`src/rtl/config_loader.sv`:
```
// ----------------------------------------------------------------------------
// config_loader
//
// Serializes host configuration words into the switchbox CRAM chain, MSB of
// each word first, one bit per clock qualified by config_en. While shifting,
// the bits leaving the chain are collected into readback words. A one-cycle
// done pulse marks the end of a CHAIN_LEN-bit frame.
//
// Parameters
//   CHAIN_LEN       total CRAM bits in the downstream chain (>= 1)
//   WORD_W          host word width (>= 1); CHAIN_LEN need not be a multiple
//
// Ports
//   clk             system clock, rising edge
//   nrst            asynchronous active-low reset
//   start           begin a frame (honoured only while idle)
//   word_valid      host word available
//   word_data       host word, bit WORD_W-1 shifted first
//   word_ready      loader accepts word_data this cycle
//   config_en       chain shift enable (registered)
//   config_data_in  chain serial input (registered)
//   config_data_out chain serial output
//   rd_valid        one-cycle pulse when rd_word updates
//   rd_word         readback word, first captured bit in bit WORD_W-1
//   busy            loader is not idle
//   done            one-cycle pulse in the cycle after the frame's last bit
// ----------------------------------------------------------------------------
//  state    | meaning
//  ---------+-----------------------------------------------------------
//  ST_IDLE  | no frame in progress, waiting for start
//  ST_LOAD  | frame open, chain paused, waiting for a host word
//  ST_SHIFT | emitting the bits of the held word onto the chain
// ----------------------------------------------------------------------------
module config_loader #(
    parameter int CHAIN_LEN = 32,
    parameter int WORD_W    = 8
) (
    input  logic              clk,
    input  logic              nrst,
    input  logic              start,
    input  logic              word_valid,
    input  logic [WORD_W-1:0] word_data,
    output logic              word_ready,
    output logic              config_en,
    output logic              config_data_in,
    input  logic              config_data_out,
    output logic              rd_valid,
    output logic [WORD_W-1:0] rd_word,
    output logic              busy,
    output logic              done
);

    localparam int BL_W = $clog2(CHAIN_LEN + 1);
    localparam int BI_W = (WORD_W > 1) ? $clog2(WORD_W) : 1;

    localparam logic [BL_W-1:0] BITS_FRAME = BL_W'(CHAIN_LEN);
    localparam logic [BL_W-1:0] BITS_ONE   = BL_W'(1);
    localparam logic [BI_W-1:0] IDX_LAST   = BI_W'(WORD_W - 1);
    localparam logic [BI_W-1:0] IDX_ONE    = BI_W'(1);

    typedef enum logic [1:0] {
        ST_IDLE  = 2'd0,
        ST_LOAD  = 2'd1,
        ST_SHIFT = 2'd2
    } state_t;

    state_t state;
    state_t state_nxt;

    logic [BL_W-1:0]   bits_left;
    logic [BI_W-1:0]   bit_idx;
    logic [WORD_W-1:0] hold;
    logic [WORD_W-1:0] rd_shift;

    logic              handshake;
    logic              word_last;
    logic              frame_last;
    logic [WORD_W-1:0] hold_shifted;
    logic [WORD_W-1:0] rd_next;
    logic [BI_W-1:0]   rd_pad;
    logic [WORD_W-1:0] rd_aligned;

    // config_en is high exactly in SHIFT, so these describe the bit
    // currently on config_data_in.
    assign word_last  = (bit_idx == IDX_LAST);
    assign frame_last = (bits_left == BITS_ONE);
    assign handshake  = word_valid && word_ready;

    // ------------------------------------------------------------------
    // State register
    // ------------------------------------------------------------------
    always_ff @(posedge clk or negedge nrst) begin
        if (!nrst) begin
            state <= ST_IDLE;
        end else begin
            state <= state_nxt;
        end
    end

    // ------------------------------------------------------------------
    // Next-state logic
    // ------------------------------------------------------------------
    always_comb begin
        state_nxt = state;
        case (state)
            ST_IDLE: begin
                if (start) begin
                    state_nxt = ST_LOAD;
                end
            end
            ST_LOAD: begin
                if (handshake) begin
                    state_nxt = ST_SHIFT;
                end
            end
            ST_SHIFT: begin
                if (frame_last) begin
                    state_nxt = ST_IDLE;
                end else if (word_last && !handshake) begin
                    state_nxt = ST_LOAD;
                end
            end
            default: begin
                state_nxt = ST_IDLE;
            end
        endcase
    end

    // ------------------------------------------------------------------
    // Output logic
    // ------------------------------------------------------------------
    // During the last bit of a word the next word is requested early so
    // that a waiting host sees no bubble; never on the frame's final bit.
    always_comb begin
        word_ready = 1'b0;
        busy       = 1'b1;
        case (state)
            ST_IDLE: begin
                busy = 1'b0;
            end
            ST_LOAD: begin
                word_ready = 1'b1;
            end
            ST_SHIFT: begin
                word_ready = word_last && !frame_last;
            end
            default: begin
                busy = 1'b0;
            end
        endcase
    end

    // ------------------------------------------------------------------
    // Datapath helpers
    // ------------------------------------------------------------------
    // rd_next holds bit_idx+1 freshly captured bits in its LSBs; shifting
    // left by the unused count left-aligns a partial final word and fills
    // the vacated LSBs with zeros.
    always_comb begin
        hold_shifted = hold << 1;
        rd_next      = rd_shift << 1;
        rd_next[0]   = config_data_out;
        rd_pad       = IDX_LAST - bit_idx;
        rd_aligned   = rd_next << rd_pad;
    end

    // ------------------------------------------------------------------
    // Serializer, counters and readback
    // ------------------------------------------------------------------
    always_ff @(posedge clk or negedge nrst) begin
        if (!nrst) begin
            bits_left      <= '0;
            bit_idx        <= '0;
            hold           <= '0;
            config_en      <= 1'b0;
            config_data_in <= 1'b0;
            rd_shift       <= '0;
            rd_word        <= '0;
            rd_valid       <= 1'b0;
            done           <= 1'b0;
        end else begin
            rd_valid <= 1'b0;
            done     <= 1'b0;

            if ((state == ST_IDLE) && start) begin
                bits_left <= BITS_FRAME;
                rd_shift  <= '0;
            end

            // One chain bit is consumed per enabled cycle; its partner bit
            // leaving the chain is captured on the same edge.
            if (config_en) begin
                bits_left <= bits_left - BITS_ONE;
                if (word_last || frame_last) begin
                    rd_word  <= rd_aligned;
                    rd_valid <= 1'b1;
                    rd_shift <= '0;
                end else begin
                    rd_shift <= rd_next;
                end
            end

            if (handshake) begin
                hold           <= word_data;
                bit_idx        <= '0;
                config_en      <= 1'b1;
                config_data_in <= word_data[WORD_W-1];
            end else if (state == ST_SHIFT) begin
                if (frame_last || word_last) begin
                    // Frame end drops any remaining LSBs of the held word.
                    config_en      <= 1'b0;
                    config_data_in <= 1'b0;
                    if (frame_last) begin
                        done <= 1'b1;
                    end
                end else begin
                    hold           <= hold_shifted;
                    bit_idx        <= bit_idx + IDX_ONE;
                    config_data_in <= hold_shifted[WORD_W-1];
                end
            end
        end
    end

endmodule

```
`config.mk`:
```
export PLATFORM = sky130hd
export DESIGN_NAME = config_loader
export DESIGN_NICKNAME = d
export VERILOG_FILES = /design/src/rtl/config_loader.sv
export SDC_FILE = /design/constraint.sdc
export NUM_CORES = 1
export LEC_CHECK = 0
export CORE_MARGIN = 1
export CORE_UTILIZATION = 30
export CTS_BUF_LIST = sky130_fd_sc_hd__clkbuf_4
export DETAILED_ROUTE_END_ITERATION = 8
export SYNTH_ARGS = -nofsm -noshare
export SYNTH_HDL_FRONTEND = slang
export SYNTH_SLANG_ARGS = --single-unit
```
`constraint.sdc`:
```
create_clock -name clk -period 1.6 [get_ports clk]
set_input_delay 0.32 -clock clk [delete_from_list [all_inputs] [get_ports clk]]
set_output_delay 0.32 -clock clk [all_outputs]
set_load 0.02 [all_outputs]
```
==> results of run 1 <==
## timing repair
action,CTS,global route
resized for setup,58,28
endpoints found under the hold margin,18,0
cloned,2,1
setup endpoints to repair,41,35
pin swaps,12,12
hold buffers,1,0
buffers inserted,6,5
## sequential cells by signal, indices dropped and copies added (netlist names)
register / count
bits_left: 6
config_en: 1
hold: 7
rd_valid: 1
rd_word: 8
state: 2
rd_shift: 7
bit_idx: 3
config_data_in: 1
done: 1
## cell type report
type,count,area [sq um],share of cell area
multi-input cells,120,1170,0.388
flip-flops and latches,37,927,0.306
repair buffers,72,706,0.233
well taps,75,93.8,0.0310
inverters,13,48.8,0.0161
clock inverters,3,41.3,0.0136
clock buffers,5,37.5,0.0124
## worst max-delay path, cell delays in order (launching register included)
cell      delay [ns]
dfrtp_1         0.40
inv_2           0.08
ha_4            0.27
inv_2           0.03
a311oi_2        0.23
buf_4           0.18
## cell usage after synthesis (all sizes together) (3+ instances only)
master and number:
ha 8, a21oi 6, o21ai 18, mux4 3, mux2 9, nand2 17, mux2i 13, nor2 7
nor3 3, inv 13, dfrtp 37, buf 5, a22o 8
## stage by stage
step           total power [mW]  setup slack [ns]  hold WS, ns
6_report                   6.07            -0.254        0.447
5_1_grt                    6.50            -0.329        0.485
4_1_cts                    5.69            -0.270        0.460
3_5_place_dp               4.67            -0.352        0.307
3_3_place_gp               4.63            -0.331        0.300
2_1_floorplan              3.45           0.00572       0.0244
## per-layer routing
metal | wire length, um | share of wire | vias to the layer above | GRT usage
met5 | 0 | 0 | - | 0
li1 | - | - | 785 | -
met4 | 47 | 0.010 | 0 | 0.0414
met1 | 2200 | 0.47 | 779 | 0.188
met3 | 138 | 0.029 | 7 | 0.0363
met2 | 2310 | 0.49 | 26 | 0.247
## where the power goes
group,internal (mW),total [mW],switching (mW)
registers,1.35,1.68,0.334
clock network,0.324,0.662,0.338
logic,2.00,3.72,1.73
total,3.67,6.07,2.40
## path summary, 6_finish.rpt
path / start / end / slack [ns] / cells past startpoint
max in group asynchronous: nrst / config_en / 0.66 / 3
hold / removal: nrst / config_data_in / 0.45 / 2
setup / recovery: state[1] / word_ready / -0.25 / 5
hold reg to reg: rd_word[7] / rd_word[7] / 0.52 / 1
setup reg to reg: bit_idx[0] / hold[1] / -0.17 / 7
min in group clk: word_data[7] / config_data_in / 0.49 / 3
## cells by family after synthesis
| group | after synthesis |
|---|---|
| adder cells (fa/ha/maj) | 8 |
| AO/OA/AOI/OAI | 44 |
| AND/OR/NAND/NOR | 40 |
| multiplexers | 25 |
| buffers and inverters | 19 |
| flip-flops | 37 |
| XOR/XNOR | 2 |
==> impl_metrics.toml, run 1 <==
[status]
outcome = "complete, but fails checks"
violations = "setup timing"

[logic_synthesis]
synthCells = 175
synth_area_leaders = "dfrtp_1, mux2i_1, ha_1"
syn_area_sq_mm = 0.00195
synth_fa_ha_area_frac = 0.0514
yosysTopAreaCell = "dfrtp_1"
avgSynthCellArea_sq_um = 11.1
synth_edf_count = 0
yosys_register_bits = 37
synthFlopType = "dfrtp_1"
synth_xor_area_frac = 0.00900
yosysUniqueCellTypes = 39
syn_nets = 196
async_reset_ff_frac = 1.00
yosysSeqAreaShare = 0.476
synth_top_family_by_area = "compound AO/OA/AOI/OAI gates"
yosys_warnings = 0
synthMuxAreaShare = 0.156
synth_compound_area_frac = 0.165
synth_simple_gate_area_frac = 0.103
synth.top_cell.area_share = 0.476

[place]
place_area_sq_mm = 0.00258
routabilityCongestion = 0.762
port_buffers = 26
dp_hpwl_um = 3070
dp_cells = 302

[sta]
skew_ns = 0.0142
finalWorstSetupSlack_ns = -0.254
rsz0062_at_grt = "true"
fmax_ghz = 0.539
hold_viol = 0
fin_crit_ns = 1.85
relSlewSlack = 0.672
period_share = 1.16
drv_slew = 0
worst_pin_slew_ns = 0.492
setup_viol_count_final = 23
setup_tns_ns = -2.49

[setup_path]
crit_path_end_kind = "output port"
setup.worst_path.start_class = "register"
crit_type = "reg -> out"
arrival_ns = 1.53
critPathRequiredTime_ns = 1.28
cp_max_fo = 3

[layout]
instances_no_fill = 325
final_common_cell = "dfrtp_1"
area_growth_pct = 55.6
fillCellCount = 572
layout-drive-gt1-share = 0.408
layout_common_cells = "dfrtp_1, buf_4, nand2_1"
stdcell_area_sq_mm = 0.00303
fin_util = 0.497
antenna_cells = 0
nets = 270

[drt]
antenna_left = 0
wl_um = 4700
first_iter_violations = 34
drc = 0
via_per_inst = 4.91
routed-via-count = 1597
wl_per_cell_um = 14.5
dr.pass1.iters = 4

[pwr]
p_leak_nw = 1.36
pwr_density_cell_mw_per_mm2 = 2000
ir_worst_vdd_v = 0.000759

[die]
start_util = 0.319
die_h_um = 82.6
core_sq_mm = 0.00610
io_pins = 27
die_area_sq_mm = 0.00682
rows = 28
die_x_um = 82.6

[clock_tree]
cts_sinks = 37
cts_root_buffer = "clkbuf_4"
cts.clk_slew.worst_paths_ns = 0.13
cts_made_buffers = 5
cts_tree = "built"
clk_path_buf_depth = 2
cts.htree.levels = 2
clk_latency_ns = 0.35

[worst_hold_path]
hold_class = "in -> async"

[global_routing]
grt_max_degree = 20
grt_pass1_wl_um = 7370
grt-ovfl-total = 0
track_usage = 0.147
grt_pass1_vias = 1571
antenna_found_initial = 0

[flow_run]
drv_cap = 0
No activity file was read; power rests on OpenSTA's default activity.
==> run 2, diff against run 1 <==
- GPL_TIMING_DRIVEN: not set -> 0
==> run 2 against run 1 <==
  * The flow still finishes with violations (setup timing)
  * Largest cell class unchanged
  * Maximum frequency fell by 3.5%
  * Final cell count down 5.5%
  * First-iteration DRC count rose by 91%
  * Critical endpoint unchanged
  * Largest power group unchanged
  * Hold slack got worse by 0.40 ns
  * Sequential cell count did not move
  * Highest routed layer unchanged
  * Final area shrank 9.3%
==> impl_metrics.toml, run 2 (synthesized netlist as in run 1, its figures left out) <==
[drt]
antenna_left = 0
wl_um = 4360
via_per_inst = 5.04
dr.pass1.iters = 4
drc = 0
routed-via-count = 1547
first_iter_violations = 65
wl_per_cell_um = 14.2

[setup_path]
rrSetupSlack_ns = -0.17
crit_type = "reg -> out"
crit_top_cell = "ha_4"
setup.worst_path.start_class = "register"
cp_max_fo = 7
worst_path_max_delay_cell = "dfrtp_1"
critPathMaxStageDelay_ns = 0.41
critPathRequiredTime_ns = 1.28
crit_path_end_kind = "output port"
arrival_ns = 1.60
path_cells = "ha_4 > ha_4 > a21oi_2 > a311oi_2 > buf_4"

[pwr]
intPower_mw = 3.23
p_clk_frac = 0.086
seqPwrFrac = 0.317
power.total_mw = 5.47
p_switching_mw = 2.23
sw_frac_of_total = 0.408
ir_worst_vdd_v = 0.000674
pwr-share-comb = 0.597
pwr_density_cell_mw_per_mm2 = 1990
p_leak_nw = 1.22

[global_routing]
grt_max_degree = 38
grt_pass1_vias = 1520
grt_pass1_wl_um = 7290
grt-ovfl-total = 0
track_usage = 0.145
antenna_found_initial = 0

[place]
dp_hpwl_um = 2810
routabilityCongestion = 0.768
pre_cts_ws_ns = -0.529
place_area_sq_mm = 0.00234
port_buffers = 26

[die]
core_sq_mm = 0.00610
die_x_um = 82.6
io_pins = 27
start_util = 0.319
rows = 28
die_h_um = 82.6
die_area_sq_mm = 0.00682

[sta]
rsz0062_at_grt = "true"
hold_viol = 0
setup_viol_count_final = 23
fmax_ghz = 0.521
period_share = 1.20
worst_pin_slew_ns = 0.812
worst_hold_slack_ns = 0.0519
drv_slew = 0
relSlewSlack = 0.458
fin_crit_ns = 1.92
skew_ns = 0.0111
finalWorstSetupSlack_ns = -0.321

[status]
violations = "setup timing"
outcome = "complete, but fails checks"

[layout]
top_regs = "rd_word (8), hold (7), rd_shift (7)"
nets = 253
largest_reg_flops = 8
stdcell_area_sq_mm = 0.00275
final_common_cell = "dfrtp_1"
layout_common_cells = "dfrtp_1, buf_4, nand2_1"
layout-drive-gt1-share = 0.362
area_growth_pct = 41.1
largest_register = "rd_word"
antenna_cells = 0

[clock_tree]
cts.htree.levels = 2
cts_sinks = 37
hold_buffers = 0
clk_latency_ns = 0.35
cts.clk_slew.worst_paths_ns = 0.12
clk_path_buf_depth = 2
cts_made_buffers = 5
cts_root_buffer = "clkbuf_4"
cts_tree = "built"

[flow_run]
drv_cap = 0

[worst_hold_path]
hold_class = "in -> async"
==> run 2: changes by cell type in the layout (fill, tap and decap cells not counted), sizes merged <==
cell         before  now
o21ai            19   18
buf              47   32
dlygate4sd3       1    0
bufinv            1    0
==> run 2: worst max-delay path: cells and delay by family (launching register included) <==
kind | cells | cell delay (ns)
DFF | 1 | 0.41
adders and majority gates | 2 | 0.34
AOI/OAI and AO/OA | 2 | 0.33
buffers and inverters | 1 | 0.18
==> run 2: path summary, 6_finish.rpt <==
kind                           endpoint    startpoint  depth (start not counted)
max                          word_ready    bit_idx[0]                          5
min                          bit_idx[2]          nrst                          1
max reg2reg                     hold[2]      state[0]                          6
min reg2reg                  rd_word[4]    rd_word[4]                          1
max in group asynchronous  bits_left[2]          nrst                          1
min in group clk                hold[4]  word_data[4]                          3
==> run 2: cell type report <==
| type | count | area [sq um] |
|---|---|---|
| inverter | 13 | 51.3 |
| sequential | 37 | 931 |
| tap | 75 | 93.8 |
| buffer | 6 | 42.5 |
| timing repair buffer | 50 | 458 |
| multi-input combinational | 119 | 1120 |
| clock buffer | 5 | 37.5 |
| clock inverter | 2 | 11.3 |
| fill | 598 | 3350 |
==> run 2: per-stage QoR <==
| step | std cells | setup TNS (ns) | util |
|---|---|---|---|
| after floorplan | 175 | 0 | - |
| after global placement | 276 | -33.39 | 0.384 |
| after detailed placement | 276 | -6.78 | 0.383 |
| after CTS | 306 | -2.22 | 0.433 |
| after global routing | 307 | -5.57 | 0.451 |
| final | 307 | -2.45 | 0.451 |
==> run 2: power groups by stage <==
stage / Combinational, mW / Sequential (mW) / Clock (mW)
floorplan: 1.67 / 1.78 / 0
global placement: 2.38 / 1.74 / 0
detailed placement: 2.41 / 1.74 / 0
CTS: 2.97 / 1.70 / 0.495
global route: 3.59 / 1.80 / 0.533
finish: 3.26 / 1.73 / 0.470
==> run 2: what timing repair did <==
action | CTS | global route
endpoints found under the setup margin | 40 | 36
pin swaps | 7 | 7
endpoints found under the hold margin | 0 | 0
setup buffers | 23 | 5
gates cloned | 0 | 0
gates resized for setup | 46 | 29
==> run 2: metal layers <==
layer  global-route usage  vias up  share of wire
li1                     -      753              -
met1                0.192      765           0.46
met5                    0        -              0
met4               0.0724        0          0.016
met3               0.0264        6          0.036
met2                0.226       23           0.49
